[config.mk]
export PLATFORM = sky130hd
export DESIGN_NAME = axi_master_burst
export DESIGN_NICKNAME = d
export VERILOG_FILES = /design/src/rtl/axi_pkg.sv /design/src/rtl/axi_master_burst_rd.sv /design/src/rtl/axi_master_burst.sv
export SDC_FILE = /design/constraint.sdc
export NUM_CORES = 1
export LEC_CHECK = 0
export ABC_AREA = 1
export BUFFER_PORTS_ARGS = -buffer_cell sky130_fd_sc_hd__buf_2
export CAP_MARGIN = 25
export CORE_AREA = 2 2 236 238
export DETAILED_ROUTE_END_ITERATION = 6
export DIE_AREA = 0 0 238 240
export HOLD_SLACK_MARGIN = 0.06
export SLEW_MARGIN = 20
export SYNTH_ARGS = -nofsm -noshare
export SYNTH_HDL_FRONTEND = slang
export SYNTH_SLANG_ARGS = --single-unit
[constraint.sdc]
create_clock -name CLK -period 3 [get_ports CLK]
set_input_delay 0.15 -clock CLK [delete_from_list [all_inputs] [get_ports CLK]]
set_output_delay 0.15 -clock CLK [all_outputs]
set_load 0.1 [all_outputs]
[src/rtl/axi_pkg.sv]
// Shared AXI4 definitions for the burst master: burst/response encodings,
// FSM state types and the AxSIZE helper.
package axi_pkg;

  localparam logic [1:0] AXI_BURST_INCR = 2'b01;

  typedef enum logic [1:0] {
    OKAY   = 2'b00,
    EXOKAY = 2'b01,
    SLVERR = 2'b10,
    DECERR = 2'b11
  } resp_e;

  typedef enum logic [1:0] {
    W_IDLE,
    W_XFER,
    W_RESP
  } w_state_e;

  typedef enum logic [1:0] {
    R_IDLE,
    R_ADDR,
    R_DATA
  } r_state_e;

  // AxSIZE encoding: log2 of the bus width in bytes.
  function automatic logic [2:0] size_from_width(input int unsigned width);
    int unsigned bytes;
    logic [2:0]  size;
    bytes = width / 8;
    size  = '0;
    for (int i = 0; i < 8; i++) begin
      if ((32'd1 << i) == bytes) size = 3'(i);
    end
    return size;
  endfunction

  function automatic logic resp_is_err(input resp_e resp);
    return (resp == SLVERR) || (resp == DECERR);
  endfunction

endpackage

[src/rtl/axi_master_burst_rd.sv]
// Read path of the AXI4 burst master: issues one AR per request and passes
// R beats straight through to the user with full backpressure.
module axi_master_burst_rd
  import axi_pkg::*;
#(
  parameter int ADDR_WIDTH = 64,
  parameter int DATA_WIDTH = 64,
  parameter int LEN_WIDTH  = 8
) (
  input  logic                  clk,
  input  logic                  rst_n,
  input  logic                  rreq_valid,
  output logic                  rreq_ready,
  input  logic [ADDR_WIDTH-1:0] rreq_addr,
  input  logic [LEN_WIDTH-1:0]  rreq_len,
  output logic                  rd_valid,
  input  logic                  rd_ready,
  output logic [DATA_WIDTH-1:0] rd_data,
  output logic                  rd_last,
  output logic                  rd_err,
  output logic [ADDR_WIDTH-1:0] ar_addr,
  output logic [LEN_WIDTH-1:0]  ar_len,
  output logic                  ar_valid,
  input  logic                  ar_ready,
  input  logic [DATA_WIDTH-1:0] r_data,
  input  logic [1:0]            r_resp,
  input  logic                  r_last,
  input  logic                  r_valid,
  output logic                  r_ready
);

  typedef logic [LEN_WIDTH:0] cnt_t;

  r_state_e              state_q, state_d;
  logic [ADDR_WIDTH-1:0] addr_q, addr_d;
  logic [LEN_WIDTH-1:0]  len_q, len_d;
  cnt_t                  cnt_q, cnt_d;

  always_ff @(posedge clk or negedge rst_n) begin
    if (!rst_n) begin
      state_q <= R_IDLE;
      addr_q  <= '0;
      len_q   <= '0;
      cnt_q   <= '0;
    end else begin
      state_q <= state_d;
      addr_q  <= addr_d;
      len_q   <= len_d;
      cnt_q   <= cnt_d;
    end
  end

  always_comb begin
    state_d    = state_q;
    addr_d     = addr_q;
    len_d      = len_q;
    cnt_d      = cnt_q;
    rreq_ready = 1'b0;
    ar_valid   = 1'b0;
    ar_addr    = '0;
    ar_len     = '0;
    rd_valid   = 1'b0;
    rd_data    = '0;
    rd_last    = 1'b0;
    rd_err     = 1'b0;
    r_ready    = 1'b0;

    unique case (state_q)
      R_IDLE: begin
        rreq_ready = rst_n;
        if (rreq_valid) begin
          addr_d  = rreq_addr;
          len_d   = rreq_len;
          cnt_d   = '0;
          state_d = R_ADDR;
        end
      end
      R_ADDR: begin
        ar_valid = 1'b1;
        ar_addr  = addr_q;
        ar_len   = len_q;
        if (ar_ready) state_d = R_DATA;
      end
      R_DATA: begin
        rd_valid = r_valid;
        r_ready  = rd_ready;
        rd_data  = r_data;
        rd_last  = r_last;
        rd_err   = resp_is_err(resp_e'(r_resp));
        if (r_valid && rd_ready) begin
          cnt_d = cnt_q + cnt_t'(1);
          if (r_last) state_d = R_IDLE;
        end
      end
      default: state_d = R_IDLE;
    endcase
  end

  // The slave must end the burst exactly on the requested beat count.
  a_rlast_on_len: assert property (@(posedge clk) disable iff (!rst_n)
    (state_q == R_DATA && r_valid && rd_ready && r_last) |-> (cnt_q == cnt_t'(len_q)));

endmodule

[src/rtl/axi_master_burst.sv]
// AXI4 burst master: write FSM lives here, the independent read FSM is the
// axi_master_burst_rd instance.
module axi_master_burst
  import axi_pkg::*;
#(
  parameter int ADDR_WIDTH = 64,
  parameter int DATA_WIDTH = 64,
  parameter int LEN_WIDTH  = 8
) (
  input  logic                    CLK,
  input  logic                    RESETN,
  input  logic                    WREQ_VALID,
  output logic                    WREQ_READY,
  input  logic [ADDR_WIDTH-1:0]   WREQ_ADDR,
  input  logic [LEN_WIDTH-1:0]    WREQ_LEN,
  input  logic                    WD_VALID,
  output logic                    WD_READY,
  input  logic [DATA_WIDTH-1:0]   WD_DATA,
  input  logic [DATA_WIDTH/8-1:0] WD_STRB,
  output logic                    WDONE,
  output logic                    WERR,
  input  logic                    RREQ_VALID,
  output logic                    RREQ_READY,
  input  logic [ADDR_WIDTH-1:0]   RREQ_ADDR,
  input  logic [LEN_WIDTH-1:0]    RREQ_LEN,
  output logic                    RD_VALID,
  input  logic                    RD_READY,
  output logic [DATA_WIDTH-1:0]   RD_DATA,
  output logic                    RD_LAST,
  output logic                    RD_ERR,
  output logic [ADDR_WIDTH-1:0]   AW_ADDR,
  output logic [LEN_WIDTH-1:0]    AW_LEN,
  output logic [2:0]              AW_SIZE,
  output logic [1:0]              AW_BURST,
  output logic                    AW_VALID,
  input  logic                    AW_READY,
  output logic [DATA_WIDTH-1:0]   W_DATA,
  output logic [DATA_WIDTH/8-1:0] W_STRB,
  output logic                    W_LAST,
  output logic                    W_VALID,
  input  logic                    W_READY,
  input  logic [1:0]              B_RESP,
  input  logic                    B_VALID,
  output logic                    B_READY,
  output logic [ADDR_WIDTH-1:0]   AR_ADDR,
  output logic [LEN_WIDTH-1:0]    AR_LEN,
  output logic [2:0]              AR_SIZE,
  output logic [1:0]              AR_BURST,
  output logic                    AR_VALID,
  input  logic                    AR_READY,
  input  logic [DATA_WIDTH-1:0]   R_DATA,
  input  logic [1:0]              R_RESP,
  input  logic                    R_LAST,
  input  logic                    R_VALID,
  output logic                    R_READY
);

  localparam logic [2:0] AX_SIZE = size_from_width(DATA_WIDTH);

  // One spare bit so the count can step past len without wrapping at 256 beats.
  typedef logic [LEN_WIDTH:0] cnt_t;

  w_state_e              w_state_q, w_state_d;
  logic [ADDR_WIDTH-1:0] w_addr_q, w_addr_d;
  logic [LEN_WIDTH-1:0]  w_len_q, w_len_d;
  cnt_t                  w_cnt_q, w_cnt_d;
  logic                  aw_done_q, aw_done_d;
  logic                  wdone_q, wdone_d;
  logic                  werr_q, werr_d;
  logic                  beats_left;

  assign AW_SIZE  = AX_SIZE;
  assign AW_BURST = AXI_BURST_INCR;
  assign AR_SIZE  = AX_SIZE;
  assign AR_BURST = AXI_BURST_INCR;
  assign WDONE    = wdone_q;
  assign WERR     = werr_q;

  // NOTE: sequential state uses non-blocking assignments only, so every flop
  // samples the pre-edge value of every other flop regardless of block order.
  always_ff @(posedge CLK or negedge RESETN) begin
    if (!RESETN) begin
      w_state_q <= W_IDLE;
      w_addr_q  <= '0;
      w_len_q   <= '0;
      w_cnt_q   <= '0;
      aw_done_q <= 1'b0;
      wdone_q   <= 1'b0;
      werr_q    <= 1'b0;
    end else begin
      w_state_q <= w_state_d;
      w_addr_q  <= w_addr_d;
      w_len_q   <= w_len_d;
      w_cnt_q   <= w_cnt_d;
      aw_done_q <= aw_done_d;
      wdone_q   <= wdone_d;
      werr_q    <= werr_d;
    end
  end

  // NOTE: every output of this block gets a default first, so no path through
  // the case statement can leave a signal unassigned and infer a latch.
  always_comb begin
    w_state_d  = w_state_q;
    w_addr_d   = w_addr_q;
    w_len_d    = w_len_q;
    w_cnt_d    = w_cnt_q;
    aw_done_d  = aw_done_q;
    wdone_d    = 1'b0;
    werr_d     = 1'b0;
    WREQ_READY = 1'b0;
    AW_VALID   = 1'b0;
    AW_ADDR    = '0;
    AW_LEN     = '0;
    W_VALID    = 1'b0;
    WD_READY   = 1'b0;
    W_DATA     = '0;
    W_STRB     = '0;
    W_LAST     = 1'b0;
    B_READY    = 1'b0;
    beats_left = (w_cnt_q <= cnt_t'(w_len_q));

    unique case (w_state_q)
      W_IDLE: begin
        WREQ_READY = RESETN;
        if (WREQ_VALID) begin
          w_addr_d  = WREQ_ADDR;
          w_len_d   = WREQ_LEN;
          w_cnt_d   = '0;
          aw_done_d = 1'b0;
          w_state_d = W_XFER;
        end
      end
      W_XFER: begin
        AW_VALID = !aw_done_q;
        AW_ADDR  = w_addr_q;
        AW_LEN   = w_len_q;
        W_VALID  = WD_VALID && beats_left;
        WD_READY = W_READY && beats_left;
        if (beats_left) begin
          W_DATA = WD_DATA;
          W_STRB = WD_STRB;
          W_LAST = (w_cnt_q == cnt_t'(w_len_q));
        end
        if (W_VALID && W_READY) w_cnt_d = w_cnt_q + cnt_t'(1);
        if (AW_VALID && AW_READY) aw_done_d = 1'b1;
        // Address and data phases may finish in either order or together.
        if (aw_done_d && (w_cnt_d > cnt_t'(w_len_q))) w_state_d = W_RESP;
      end
      W_RESP: begin
        B_READY = 1'b1;
        if (B_VALID) begin
          wdone_d   = 1'b1;
          werr_d    = resp_is_err(resp_e'(B_RESP));
          w_state_d = W_IDLE;
        end
      end
      default: w_state_d = W_IDLE;
    endcase
  end

  axi_master_burst_rd #(
    .ADDR_WIDTH(ADDR_WIDTH),
    .DATA_WIDTH(DATA_WIDTH),
    .LEN_WIDTH (LEN_WIDTH)
  ) u_rd (
    .clk       (CLK),
    .rst_n     (RESETN),
    .rreq_valid(RREQ_VALID),
    .rreq_ready(RREQ_READY),
    .rreq_addr (RREQ_ADDR),
    .rreq_len  (RREQ_LEN),
    .rd_valid  (RD_VALID),
    .rd_ready  (RD_READY),
    .rd_data   (RD_DATA),
    .rd_last   (RD_LAST),
    .rd_err    (RD_ERR),
    .ar_addr   (AR_ADDR),
    .ar_len    (AR_LEN),
    .ar_valid  (AR_VALID),
    .ar_ready  (AR_READY),
    .r_data    (R_DATA),
    .r_resp    (R_RESP),
    .r_last    (R_LAST),
    .r_valid   (R_VALID),
    .r_ready   (R_READY)
  );

endmodule
# Word level (Yosys, flattened, before mapping)
# Index checks and enable logic that the tools add are counted.
# totals
ff_bits	160
latchBits	0
mem_bits_rw	0
romBits	0
out_inout_bits	304
word_cells	89
n_memories	0
# classes
add_sub_neg	1
multipliers	0
n_div	0
n_lt_le_gt_ge	2
n_eq_ne	16
shifts	0
muxes	43
bitwise	0
reduce_logical	17
# ops
op	n
2-to-1 mux 64 bit	5
2-to-1 mux 8 bit	4
2-to-1 mux 9 bit	3
2-to-1 mux 1 bit	20
case mux 9 bit (2 select lines)	1
2-to-1 mux 2 bit	7
equality test 2 bit, second input constant	6
!= test 2 bit, second input constant	6
case mux 2 bit (3 select lines)	2
adder 9 x 1 -> 9 bit, second input constant	1
equality test 9 x 8 -> 1 bit	1
> comparator 9 x 8 -> 1 bit	1
less-or-equal comparator 9 x 8 -> 1 bit	1
logical AND 1 bit	6
AND reduction 2 bit	3
equality test 2 x 1 -> 1 bit, second input constant	2
zero test 2 bit	2
AND reduction 4 bit	1
AND reduction 3 bit	1
logical OR 1 bit	2
!= test 2 x 1 -> 1 bit, second input constant	1
case mux 1 bit (2 select lines)	1
nonzero test 2 bit	1
zero test 1 bit	1

# Depth between registers and ports, before layout
# Gate-level depths: netlist (run 1).
# depth
ltp_word	9
depth_mapped	28

# Hierarchy
# A second synthesis (run 1) with hierarchy kept.
# unflattened
cells_unflattened	1359
hier_area_um2	9390.3
# modules_own_cells
mod	instances	cells_per_inst	area_each_um2	seq_area_each_um2
axi_master_burst	1	739	5333.9	2152.1
axi_master_burst_rd	1	620	4056.4	1851.8

# Least setup slack after synthesis (run 1)
# No wires, ideal clock.
# synth_path
path_kind	register -> output
startpoint	register u_rd.state_q[0]
endpoint	output port AR_ADDR[0]
t_arrival_ns	3.487
required_time_ns	2.850
setup_slack_ns	-0.637
stages_incl_launch_ff	6
path_buffers	1
path_cell_list	dfrtp_1 > inv_1 > nor2_1 > inv_2 > clkbuf_1 > nor2_1
# synth_via
elab_chain_cells	2
# synth_rtl
item	line_no	text
from (decl)	axi_master_burst_rd.sv:34	r_state_e state_q, state_d;
from (signal assigned)	axi_master_burst_rd.sv:46	state_q <= state_d;
equality test 2 x 1 -> 1 bit	axi_master_burst_rd.sv:68	unique case (state_q)
2-to-1 mux 64 bit	axi_master_burst_rd.sv:68	
to (decl)	axi_master_burst.sv:45	output logic [ADDR_WIDTH-1:0] AR_ADDR,
# Every way passes these cells.

# Worst setup path in the final report (run 1)
# layout_path
startpoint	register w_cnt_q[6]
endpoint	register w_state_q[0]
# layout_via
elab_chain_cells	9
elab_cells_between_ends	10
classes_between	add/sub: 1; order compare: 2; eq/ne: 1; mux: 2; reduce/logical: 4
# layout_rtl
item	line_no	text
from (decl)	axi_master_burst.sv:66	cnt_t w_cnt_q, w_cnt_d;
from (signal assigned)	axi_master_burst.sv:94	w_cnt_q <= w_cnt_d;
less-or-equal comparator 9 x 8 -> 1 bit	axi_master_burst.sv:121	beats_left = (w_cnt_q <= cnt_t'(w_len_q));
logical AND 1 bit	axi_master_burst.sv:138	W_VALID = WD_VALID && beats_left;
logical AND 1 bit	axi_master_burst.sv:145	if (W_VALID && W_READY) w_cnt_d = w_cnt_q + cnt_t'(1);
2-to-1 mux 9 bit (*)	axi_master_burst.sv:145	
2-to-1 mux 9 bit (*)	axi_master_burst.sv:123	unique case (w_state_q)
> comparator 9 x 8 -> 1 bit (*)	axi_master_burst.sv:148	if (aw_done_d && (w_cnt_d > cnt_t'(w_len_q))) w_state_d = W_RESP;
logical AND 1 bit (*)	axi_master_burst.sv:148	
!= test 2 bit (no source line) (*)	n/a	
AND reduction 3 bit (no source line) (*)	n/a	
to (signal assigned)	axi_master_burst.sv:91	w_state_q <= w_state_d;
to (decl)	axi_master_burst.sv:63	w_state_e w_state_q, w_state_d;
# Every way passes the cells marked *; elsewhere a longest branch is shown, timed or not. The select of a mux whose other input is x is not followed.
# A chain may end at the register's enable or synchronous reset.

==> results of run 1 <==
## path summary, 6_finish.rpt
check / from / to / cells past startpoint
hold reg to reg: u_rd.addr_q[53]$_DFFE_PN0P_ / u_rd.addr_q[53]$_DFFE_PN0P_ / 2
max in group asynchronous: RESETN / w_addr_q[42]$_DFFE_PN0P_ / 3
setup reg to reg: w_cnt_q[6]$_DFFE_PN0P_ / w_state_q[0]$_DFFE_PN0P_ / 24
setup / recovery: w_cnt_q[6]$_DFFE_PN0P_ / w_state_q[0]$_DFFE_PN0P_ / 24
hold / removal: WD_VALID / w_state_q[1]$_DFFE_PN0P_ / 5
min in group asynchronous: RESETN / u_rd.len_q[1]$_DFFE_PN0P_ / 3
## kinds of logic after synthesis
group | synth area share, %
compound gates | 9.63
xor+xnor | 0.595
fa+ha+maj | 2.41
buf+inv | 15.3
flops | 45.4
other cells | 0.0851
simple gates | 26.6
## flip-flops by register name (all words and copies together) (netlist names)
signal	cells
WDONE	1
WERR	1
u_rd.addr_q	64
w_len_q	8
w_addr_q	64
w_state_q	2
w_cnt_q	9
u_rd.state_q	2
u_rd.len_q	8
aw_done_q	1
## per-layer routing
layer	global-route usage, %	wire length (microns)	vias to the layer above
li1	-	-	5201
met1	14.0	15100	4490
met2	18.7	16600	366
met3	3.95	2790	34
met4	3.79	540	6
met5	0	38	-
## stage by stage
| stage | setup TNS (ns) | cell area (sq um) | hold WS (ns) | instances |
|---|---|---|---|---|
| floorplan | -6.38 | 8860 | -0.146 | 1288 |
| global placement | 0 | 13600 | -0.0578 | 2530 |
| detailed placement | 0 | 13600 | -0.0565 | 2530 |
| CTS | 0 | 15800 | 0.133 | 2716 |
| global route | -0.205 | 16000 | 0.208 | 2725 |
| finish | 0 | 16000 | 0.185 | 2725 |
## worst register-to-register path, stage by stage, from the launching register on
cell     delay, ns
dfrtp_1       0.41
ha_4          0.30
nand2_4       0.05
nor3_4        0.24
nand3_2       0.13
nand2_2       0.10
nand3_4       0.17
inv_8         0.11
buf_4         0.11
buf_4         0.10
nand3_2       0.07
nand2_2       0.07
inv_2         0.04
ha_4          0.25
nand2_1       0.05
inv_2         0.05
nand2_1       0.04
nand2_1       0.05
nand2_1       0.05
nand2_1       0.07
nand2_2       0.06
nand3_2       0.07
nand2_2       0.05
nand2_1       0.05
nand2_1       0.05
## area by class of cell
cell class | count | share of cell area, %
clock inverter | 14 | 1.20
clock buffer | 18 | 2.74
timing repair inverter | 1 | 0.0391
inverter | 250 | 5.92
tap | 704 | 5.50
multi-input combinational | 798 | 23.0
sequential | 160 | 25.0
timing repair buffer | 780 | 36.6
## what timing repair did
item / CTS / global route
pin swaps: 0 / 16
buffers inserted: 0 / 8
hold buffers: 154 / 0
setup endpoints to repair: 70 / 72
endpoints found under the hold margin: 311 / 0
gates resized for setup: 1 / 39
gates cloned: 0 / 1
## Yosys cell counts
cell,number
nor2_1,371
inv_1,245
nand2_1,202
dfrtp_1,160
a21oi_1,77
o21ai_1,72
buf_2,39
clkbuf_1,21
ha_1,17
nand3_1,12
buf_4,11
o21ai_2,7
buf_1,6
nor3_1,5
xor2_1,5
inv_2,3
buf_6,2
conb_1,2
nand2_2,2
nand4_1,2
nor2_4,2
nor3_2,2
o21ai_0,2
a21o_2,1
a22o_1,1
and3_1,1
clkbuf_4,1
clkinv_1,1
clkinv_4,1
nand3_4,1
nor2_2,1
o211ai_1,1
o21a_1,1
or2_0,1
or2_2,1
xnor2_1,1
==> run_results.csv, run 1 <==
group,metric,value,unit
status,status,"completed",
finish,drive_above_1_share,35.5,%
yosys,postSynthCellCount,1280,
finish,area_delta_synth_final,81.4,%
timing,tightest_slew,0.807,ns
clocking,cts-buffers-inserted,17,
floorplanning,dieHeight,240,microns
floorplanning,boundaryPins,600,
floorplanning,start_util,16.1,%
floorplanning,rows,86,
clocking,cts.clk_slew.worst_paths,0.07,ns
finish,final_net_count,2321,
clocking,cts_tree,"yes",
grt,antenna_found_initial,4,
setup_path,arrival,3.23,ns
setup_path,criticalPathCategory,"flop to flop",
timing,fin_ws,0.131,ns
timing,min_period_over_period,95.6,%
timing,finClkSkew,0.0276,ns
setup_path,crit_path_frequent_cell,"nand2_1",
yosys,syn_area,8820,sq um
detailed_routing,ant_nets,0,
run,maxCapViolCount,0,
setup_path,cpLargestDelayFamily,"simple AND/OR/NAND/NOR gates",
finish,layout_commonest_cell,"buf_2",
grt,grt_pass1_vias,9121,
yosys,yosysUniqueCellTypes,36,
clocking,htreeDepth,4,
setup_path,critical_path.max_stage_delay,0.41,ns
placed_design,routabilityCongestion,0.827,
timing,relSlewSlack,46.2,%
clocking,cts.path.max_buffers,2,
setup_path,path_max_fanout,8,
finish,seq_area,4000,sq um
setup_path,worstPathCellList,"ha_4, nand2_4, nor3_4, nand3_2, nand2_2, nand3_4, inv_8, buf_4, buf_4, nand3_2, nand2_2, inv_2, ha_4, nand2_1, inv_2, nand2_1, nand2_1, nand2_1, nand2_1, nand2_2, nand3_2, nand2_2, nand2_1, nand2_1",
setup_path,crit_required,3.36,ns
detailed_routing,drt_iter0_drc,467,
setup_path,slowest_stage,"dfrtp_1",
detailed_routing,wl,35100,microns
floorplanning,die_w,238,microns
clocking,root_buffer,"clkbuf_16",
timing,final-hold-violation-count,0,
finish,post-route-util,29.3,%
placed_design,port-buffer-count,587,
yosys,synth_area_leaders,"dfrtp_1 45%, nor2_1 16%, inv_1 10%, nand2_1 8.6%, a21oi_1 4.4%",
grt,grt_use_total,11.4,%
detailed_routing,num_vias,10100,
detailed_routing,viasPerCell,3.71,
yosys,avgSynthCellArea,6.89,sq um
clocking,clock_latency,0.49,ns
detailed_routing,drc,0,
yosys,yosysTopAreaCell,"dfrtp_1",
worst_hold_path,min_path_type,"input pin to flop",
setup_path,rrSetupSlack,0.13,ns
finish,fillers,5791,
finish,multiInputGateArea,3680,sq um
timing,clock.fmax,0.349,GHz
detailed_routing,drt_first_pass_iters,5,
grt,grt_start_max_net_pins,101,
timing,period_minus_slack,2.87,ns
setup_path,critPathBufInv,5,
grt,grt_first_pass_wirelength,50200,microns
placed_design,place_ws,0.109,ns
timing,setup_viol,0,
timing,drv_slew,0,
placed_design,dp_hpwl,25500,microns
detailed_routing,wire_per_inst,12.9,microns
finish,n_antenna_cell,0,
setup_path,end_kind,"flop",
clocking,clkSinkCount,160,
grt,grt.overflow.total,0,
yosys,synth_top_area_share,45.4,%
setup_path,crit_path_start_kind,"flop",
yosys,synth-seq-cells,160,
floorplanning,die-area,57100,sq um
floorplanning,coreArea,54700,sq um
yosys,ys_seq_area_share,45.4,%
timing,rsz0062_at_grt,"yes",
finish,layout_common_cells,"520 x buf_2, 367 x nor2_1, 238 x inv_1",
yosys,yosys_warnings,0,
Power of run 1 is not shown: default switching activity piles up to over one toggle a cycle in this logic, so the estimate is an artifact.
==> run 2: changes to the inputs <==
--- a/config.mk
+++ b/config.mk
@@ -8,9 +8,9 @@
 export ABC_AREA = 1
 export BUFFER_PORTS_ARGS = -buffer_cell sky130_fd_sc_hd__buf_2
 export CAP_MARGIN = 25
-export CORE_AREA = 2 2 236 238
+export CORE_AREA = 2 2 232 234
 export DETAILED_ROUTE_END_ITERATION = 6
-export DIE_AREA = 0 0 238 240
+export DIE_AREA = 0 0 234 236
 export HOLD_SLACK_MARGIN = 0.06
 export SLEW_MARGIN = 20
 export SYNTH_ARGS = -nofsm -noshare
==> constraint.sdc (replaced) <==
create_clock -name CLK -period 3.4 [get_ports CLK]
set_input_delay 0.17 -clock CLK [delete_from_list [all_inputs] [get_ports CLK]]
set_output_delay 0.17 -clock CLK [all_outputs]
set_load 0.1 [all_outputs]
==> run_results.csv, run 2 (synthesis gave the netlist of run 1 again) <==
group,metric,value,unit
detailed_routing,ant_nets,0,
clocking,cts.path.max_buffers,2,
grt,grtUsageMet1,13.9,%
setup_path,crit_path_start_kind,"flop",
setup_path,crit_path_frequent_cell,"nand2_1",
timing,whs,0.109,ns
grt,grt.overflow.total,0,
clocking,cts-buffers-inserted,17,
floorplanning,rows,85,
placed_design,dp_hpwl,25200,microns
setup_path,path_max_fanout,10,
timing,tightest_slew,0.784,ns
placed_design,post-place-cells,2506,
timing,clock.fmax,0.325,GHz
floorplanning,coreArea,53100,sq um
setup_path,slowest_stage,"dfrtp_1",
timing,finClkSkew,0.0149,ns
setup_path,critPathBufInv,2,
grt,gr-usage-met2,20.1,%
setup_path,crit_required,3.78,ns
timing,relSlewSlack,47.8,%
setup_path,endpoint,"w_state_q[0]$_DFFE_PN0P_",
setup_path,rr_startpoint,"w_cnt_q[6]$_DFFE_PN0P_",
finish,drive_above_1_share,33.0,%
finish,layout_commonest_cell,"buf_2",
setup_path,criticalPathCategory,"flop to flop",
floorplanning,die-area,55200,sq um
clocking,htreeDepth,4,
finish,area_delta_synth_final,65.7,%
clocking,clkSinkCount,160,
detailed_routing,wl,34600,microns
setup_path,worstPathCellList,"ha_1, nand2_1, nor3_4, nand3_1, nand2_2, nand3_4, clkinv_4, nand2_1, nand2_1, inv_1, ha_1, nand2_1, nor2_1, nand2_1, nand3_1, nand2_1, nand2_1, nand2_1, nand2_1, nand2_1, nand3_1, nand2_1, nand2_1, nand2_1",
clocking,post_cts_buffers,0,
grt,grt.busiest_layer,"met2",
clocking,clock_latency,0.48,ns
clocking,cts_tree,"yes",
grt,antenna_found_initial,3,
finish,fin_cells,2690,
detailed_routing,num_vias,10100,
setup_path,cp.depth,24,
floorplanning,die_w,234,microns
detailed_routing,wire_per_inst,12.8,microns
setup_path,worst_r2r_endpoint,"w_state_q[0]$_DFFE_PN0P_",
timing,rsz0062_at_grt,"no",
floorplanning,dieHeight,236,microns
timing,final-hold-violation-count,0,
timing,drv_slew,0,
status,status,"completed",
grt,grt_start_max_net_pins,117,
detailed_routing,drt_first_pass_iters,4,
clocking,root_buffer,"clkbuf_16",
placed_design,routabilityCongestion,0.809,
setup_path,critical_path.max_stage_delay,0.44,ns
setup_path,end_kind,"flop",
timing,min_period_over_period,90.6,%
floorplanning,start_util,16.6,%
setup_path,arrival,3.46,ns
placed_design,port-buffer-count,587,
grt,grt_util_met3,3.93,%
detailed_routing,drc,0,
finish,layout_common_cells,"586 x buf_2, 369 x nor2_1, 244 x inv_1",
detailed_routing,viasPerCell,3.74,
worst_hold_path,min_path_type,"input pin to flop",
timing,setup_viol,0,
timing,tns,0,ns
finish,reg_top3,"u_rd.addr_q (64), w_addr_q (64), w_cnt_q (9)",
setup_path,rrSetupSlack,0.32,ns
setup_path,startpoint,"w_cnt_q[6]$_DFFE_PN0P_",
grt,grt_use_total,12.0,%
finish,n_antenna_cell,0,
run,maxCapViolCount,0,
finish,final_net_count,2294,
grt,grt_pass1_vias,9331,
clocking,cts.clk_slew.worst_paths,0.09,ns
grt,grt_first_pass_wirelength,50600,microns
detailed_routing,drt_iter0_drc,493,
timing,period_minus_slack,3.08,ns
setup_path,reg2reg_depth,24,
floorplanning,boundaryPins,600,
setup_path,cpLargestDelayFamily,"simple AND/OR/NAND/NOR gates",
run 2: worst min path at each step:
stage,from,to,cells past startpoint
after global routing,R_LAST,u_rd.state_q[1]$_DFFE_PN0P_,4
after floorplan,RESETN,WDONE$_DFF_PN0_,0
after global placement,RESETN,u_rd.addr_q[42]$_DFFE_PN0P_,1
after detailed placement,RESETN,u_rd.addr_q[42]$_DFFE_PN0P_,1
final,R_LAST,u_rd.state_q[1]$_DFFE_PN0P_,4
after CTS,R_LAST,u_rd.state_q[1]$_DFFE_PN0P_,4
run 2: cell type report:
cell class	instances	area, sq um
Clock inverter	15	196
Clock buffer	17	425
Inverter	250	945
Fill cell	5711	38400
Tap cell	696	871
Sequential cell	160	4000
Timing Repair Buffer	754	4650
Multi-Input combinational cell	798	3530
run 2: worst reg2reg max path: cells and delay by family (launching register included):
kind,cells,cell delay (ns)
fa+ha+maj,2,0.60
buf+inv,2,0.17
simple gates,20,1.75
flops,1,0.44
run 2: through the flow:
step	setup WS [ns]	util [%]	area [sq um]
after floorplan	0.289	-	8860
after detailed placement	0.373	23.5	12500
after CTS	0.313	27.5	14600
after global placement	0.408	23.5	12500
final	0.319	27.6	14600
after global routing	0.00624	27.6	14600
run 2: repair_timing:
| action | 4_1_cts | 5_1_grt |
|---|---|---|
| endpoints found under the setup margin | 0 | 1 |
| hold buffers | 152 | 0 |
| hold endpoints to repair | 195 | 0 |
| gates resized for setup | 0 | 1 |
run 2: routing by layer:
layer	share of wire (%)	vias to the layer above
li1	-	5152
met4	2.4	6
met2	48	378
met1	41	4481
met5	0.12	-
met3	8.2	38
Power of run 2 is left out for the same reason.
==> run 3: changes to the inputs <==
--- a/config.mk
+++ b/config.mk
@@ -8,11 +8,12 @@
 export ABC_AREA = 1
 export BUFFER_PORTS_ARGS = -buffer_cell sky130_fd_sc_hd__buf_2
 export CAP_MARGIN = 25
-export CORE_AREA = 2 2 232 234
+export CORE_AREA = 2 2 234 236
 export DETAILED_ROUTE_END_ITERATION = 6
-export DIE_AREA = 0 0 234 236
+export DIE_AREA = 0 0 236 238
 export HOLD_SLACK_MARGIN = 0.06
 export SLEW_MARGIN = 20
 export SYNTH_ARGS = -nofsm -noshare
 export SYNTH_HDL_FRONTEND = slang
+export SYNTH_HIERARCHICAL = 1
 export SYNTH_SLANG_ARGS = --single-unit
==> constraint.sdc (replaced) <==
create_clock -name CLK -period 3.3 [get_ports CLK]
set_input_delay 0.165 -clock CLK [delete_from_list [all_inputs] [get_ports CLK]]
set_output_delay 0.165 -clock CLK [all_outputs]
set_load 0.1 [all_outputs]
==> run_results.csv, run 3 <==
group,metric,value,unit
floorplanning,start_util,17.6,%
setup_path,crit_path_frequent_cell,"nand2_1",
yosys,synth-seq-cells,160,
detailed_routing,num_vias,11000,
floorplanning,coreArea,53500,sq um
placed_design,routabilityCongestion,0.920,
clocking,clock_latency,0.48,ns
clocking,htreeDepth,4,
finish,post-route-util,29.6,%
grt,grt_start_max_net_pins,139,
status,status,"completed",
setup_path,critical_path.max_stage_delay,0.44,ns
timing,min_period_over_period,92.7,%
setup_path,slowest_stage,"dfrtp_1",
setup_path,worst_r2r_endpoint,"w_state_q[0]$_DFFE_PN0P_",
timing,finClkSkew,0.0117,ns
detailed_routing,drc,0,
finish,layout_common_cells,"541 x buf_2, 347 x nand2_1, 296 x nor2_1",
yosys,ys.flop_type,"dfrtp_1",
yosys,syn_area,9390,sq um
yosys,synthSimpleGateAreaFrac,31.9,%
setup_path,path_max_fanout,5,
yosys,async_flop_share,100,%
yosys,synthXorXnorAreaFrac,0.640,%
yosys,synthAdderAreaFrac,2.27,%
finish,seq_area,4010,sq um
timing,clock.fmax,0.327,GHz
clocking,cts_tree,"yes",
yosys,synthTopCellsByCount,"348 x nand2_1, 297 x nor2_1, 246 x inv_1",
yosys,yosysTopAreaCell,"dfrtp_1",
finish,fillers,5733,
detailed_routing,ant_nets,0,
clocking,cts.path.max_buffers,2,
yosys,synth_top_area_share,42.6,%
grt,grt.overflow.total,0,
setup_path,arrival,3.43,ns
yosys,synth_compound_area_share,6.85,%
setup_path,crit_path_start_kind,"flop",
yosys,postSynthCellCount,1359,
setup_path,rr_startpoint,"w_cnt_q[6]$_DFFE_PN0P_",
clocking,cts.clk_slew.worst_paths,0.07,ns
timing,final-hold-violation-count,0,
setup_path,crit_required,3.67,ns
timing,setup_viol,0,
timing,period_minus_slack,3.06,ns
floorplanning,rows,85,
yosys,yosys_warnings,6,
floorplanning,die-area,56200,sq um
timing,relSlewSlack,45.1,%
finish,final_net_count,2379,
yosys,synthMuxAreaShare,0,%
finish,area_delta_synth_final,68.9,%
setup_path,reg2reg_depth,25,
detailed_routing,wire_per_inst,15.3,microns
clocking,root_buffer,"clkbuf_16",
yosys,synth_top_family_by_area,"simple AND/OR/NAND/NOR gates",
finish,multiInputGateArea,3990,sq um
yosys,yosysUniqueCellTypes,37,
worst_hold_path,min_path_type,"input pin to asynchronous set/reset pin",
yosys,ys_seq_area_share,42.6,%
grt,grt_first_pass_wirelength,62100,microns
finish,reg_top3,"u_rd/addr_q (64), w_addr_q (64), w_cnt_q (9)",
setup_path,endpoint,"w_state_q[0]$_DFFE_PN0P_",
grt,grt_pass1_vias,10600,
clocking,clkSinkCount,160,
detailed_routing,drt_first_pass_iters,5,
setup_path,rrSetupSlack,0.24,ns
setup_path,criticalPathCategory,"flop to flop",
timing,tightest_slew,0.824,ns
yosys,synth_area_leaders,"dfrtp_1 43%, nand2_1 14%, nor2_1 12%, inv_1 9.8%, o21ai_2 4.4%",
timing,tns,0,ns
grt,grt_use_total,14.7,%
detailed_routing,wl,42500,microns
finish,layout_commonest_cell,"buf_2",
grt,antenna_found_initial,6,
timing,drv_slew,0,
placed_design,port-buffer-count,587,
run,maxCapViolCount,0,
detailed_routing,viasPerCell,3.96,
yosys,synth_most_common_cell,"nand2_1",
yosys,avgSynthCellArea,6.91,sq um
clocking,cts-buffers-inserted,17,
floorplanning,die_w,236,microns
setup_path,end_kind,"flop",
floorplanning,dieHeight,238,microns
setup_path,startpoint,"w_cnt_q[6]$_DFFE_PN0P_",
detailed_routing,drt_iter0_drc,443,
yosys,synth_edf_count,0,
placed_design,dp_hpwl,32200,microns
finish,drive_above_1_share,34.6,%
floorplanning,boundaryPins,600,
## run 3: cell types whose count changed after synthesis, sizes merged, moves of 9 or more
cell	change
a21oi	-72
buf	+16
nand3	+69
nor2	-71
clkbuf	-9
nand2	+147
## run 3: layer usage
layer / vias up / GRT usage (%) / wire, microns
li1: 5397 / - / -
met1: 4998 / 14.9 / 15200
met2: 494 / 25.3 / 20700
met3: 91 / 4.84 / 3580
met4: 6 / 10.8 / 2920
met5: - / 0 / 38
## run 3: worst min-delay path by stage
stage,startpoint,endpoint,cells past startpoint
6_report,RESETN,u_rd/addr_q[49]$_DFFE_PN0P_,2
3_3_place_gp,RESETN,u_rd/addr_q[49]$_DFFE_PN0P_,1
5_1_grt,WD_VALID,w_cnt_q[6]$_DFFE_PN0P_,5
3_5_place_dp,RESETN,u_rd/addr_q[49]$_DFFE_PN0P_,1
4_1_cts,WD_VALID,w_cnt_q[6]$_DFFE_PN0P_,5
2_1_floorplan,RESETN,WDONE$_DFF_PN0_,0
## run 3: logic make-up (layout without fill, tap and decap cells)
group                      Yosys count  after routing
adders and majority gates           17             17
DFF                                160            160
AOI/OAI and AO/OA                   91             91
xor gates and xnor gates             6              6
buffers and inverters              336           1048
other                                2             12
and+or+nand+nor                    747            747
## run 3: stage by stage
stage | area (sq um) | instances | hold WS (ns) | worst slack (ns)
2_1_floorplan | 9420 | 1367 | -0.131 | 0.470
3_3_place_gp | 13600 | 2580 | 0.139 | 0.225
3_5_place_dp | 13600 | 2580 | 0.140 | 0.148
4_1_cts | 15700 | 2765 | 0.116 | 0.133
5_1_grt | 15900 | 2777 | 0.164 | -0.0413
6_report | 15900 | 2777 | 0.177 | 0.241
## run 3: layout make-up
cell class | instances | area share, %
multi-input combinational | 871 | 25.1
antenna | 2 | 0.0316
timing repair buffer | 767 | 34.2
inverter | 249 | 5.93
clock buffer | 18 | 2.71
sequential | 160 | 25.3
tap | 696 | 5.49
clock inverter | 14 | 1.29
## run 3: worst max-delay path, delay by kind of cell (launching register included)
| kind | cells | cell delay (ns) |
|---|---|---|
| simple gates | 21 | 1.73 |
| fa+ha+maj | 2 | 0.58 |
| flops | 1 | 0.44 |
| buf+inv | 2 | 0.18 |
## run 3: timing repair
| item | 4_1_cts | 5_1_grt |
|---|---|---|
| endpoints found under the hold margin | 193 | 0 |
| gates resized for setup | 0 | 10 |
| setup buffers | 0 | 10 |
| hold buffers | 153 | 0 |
| endpoints found under the setup margin | 0 | 2 |
Power of run 3 is left out for the same reason.
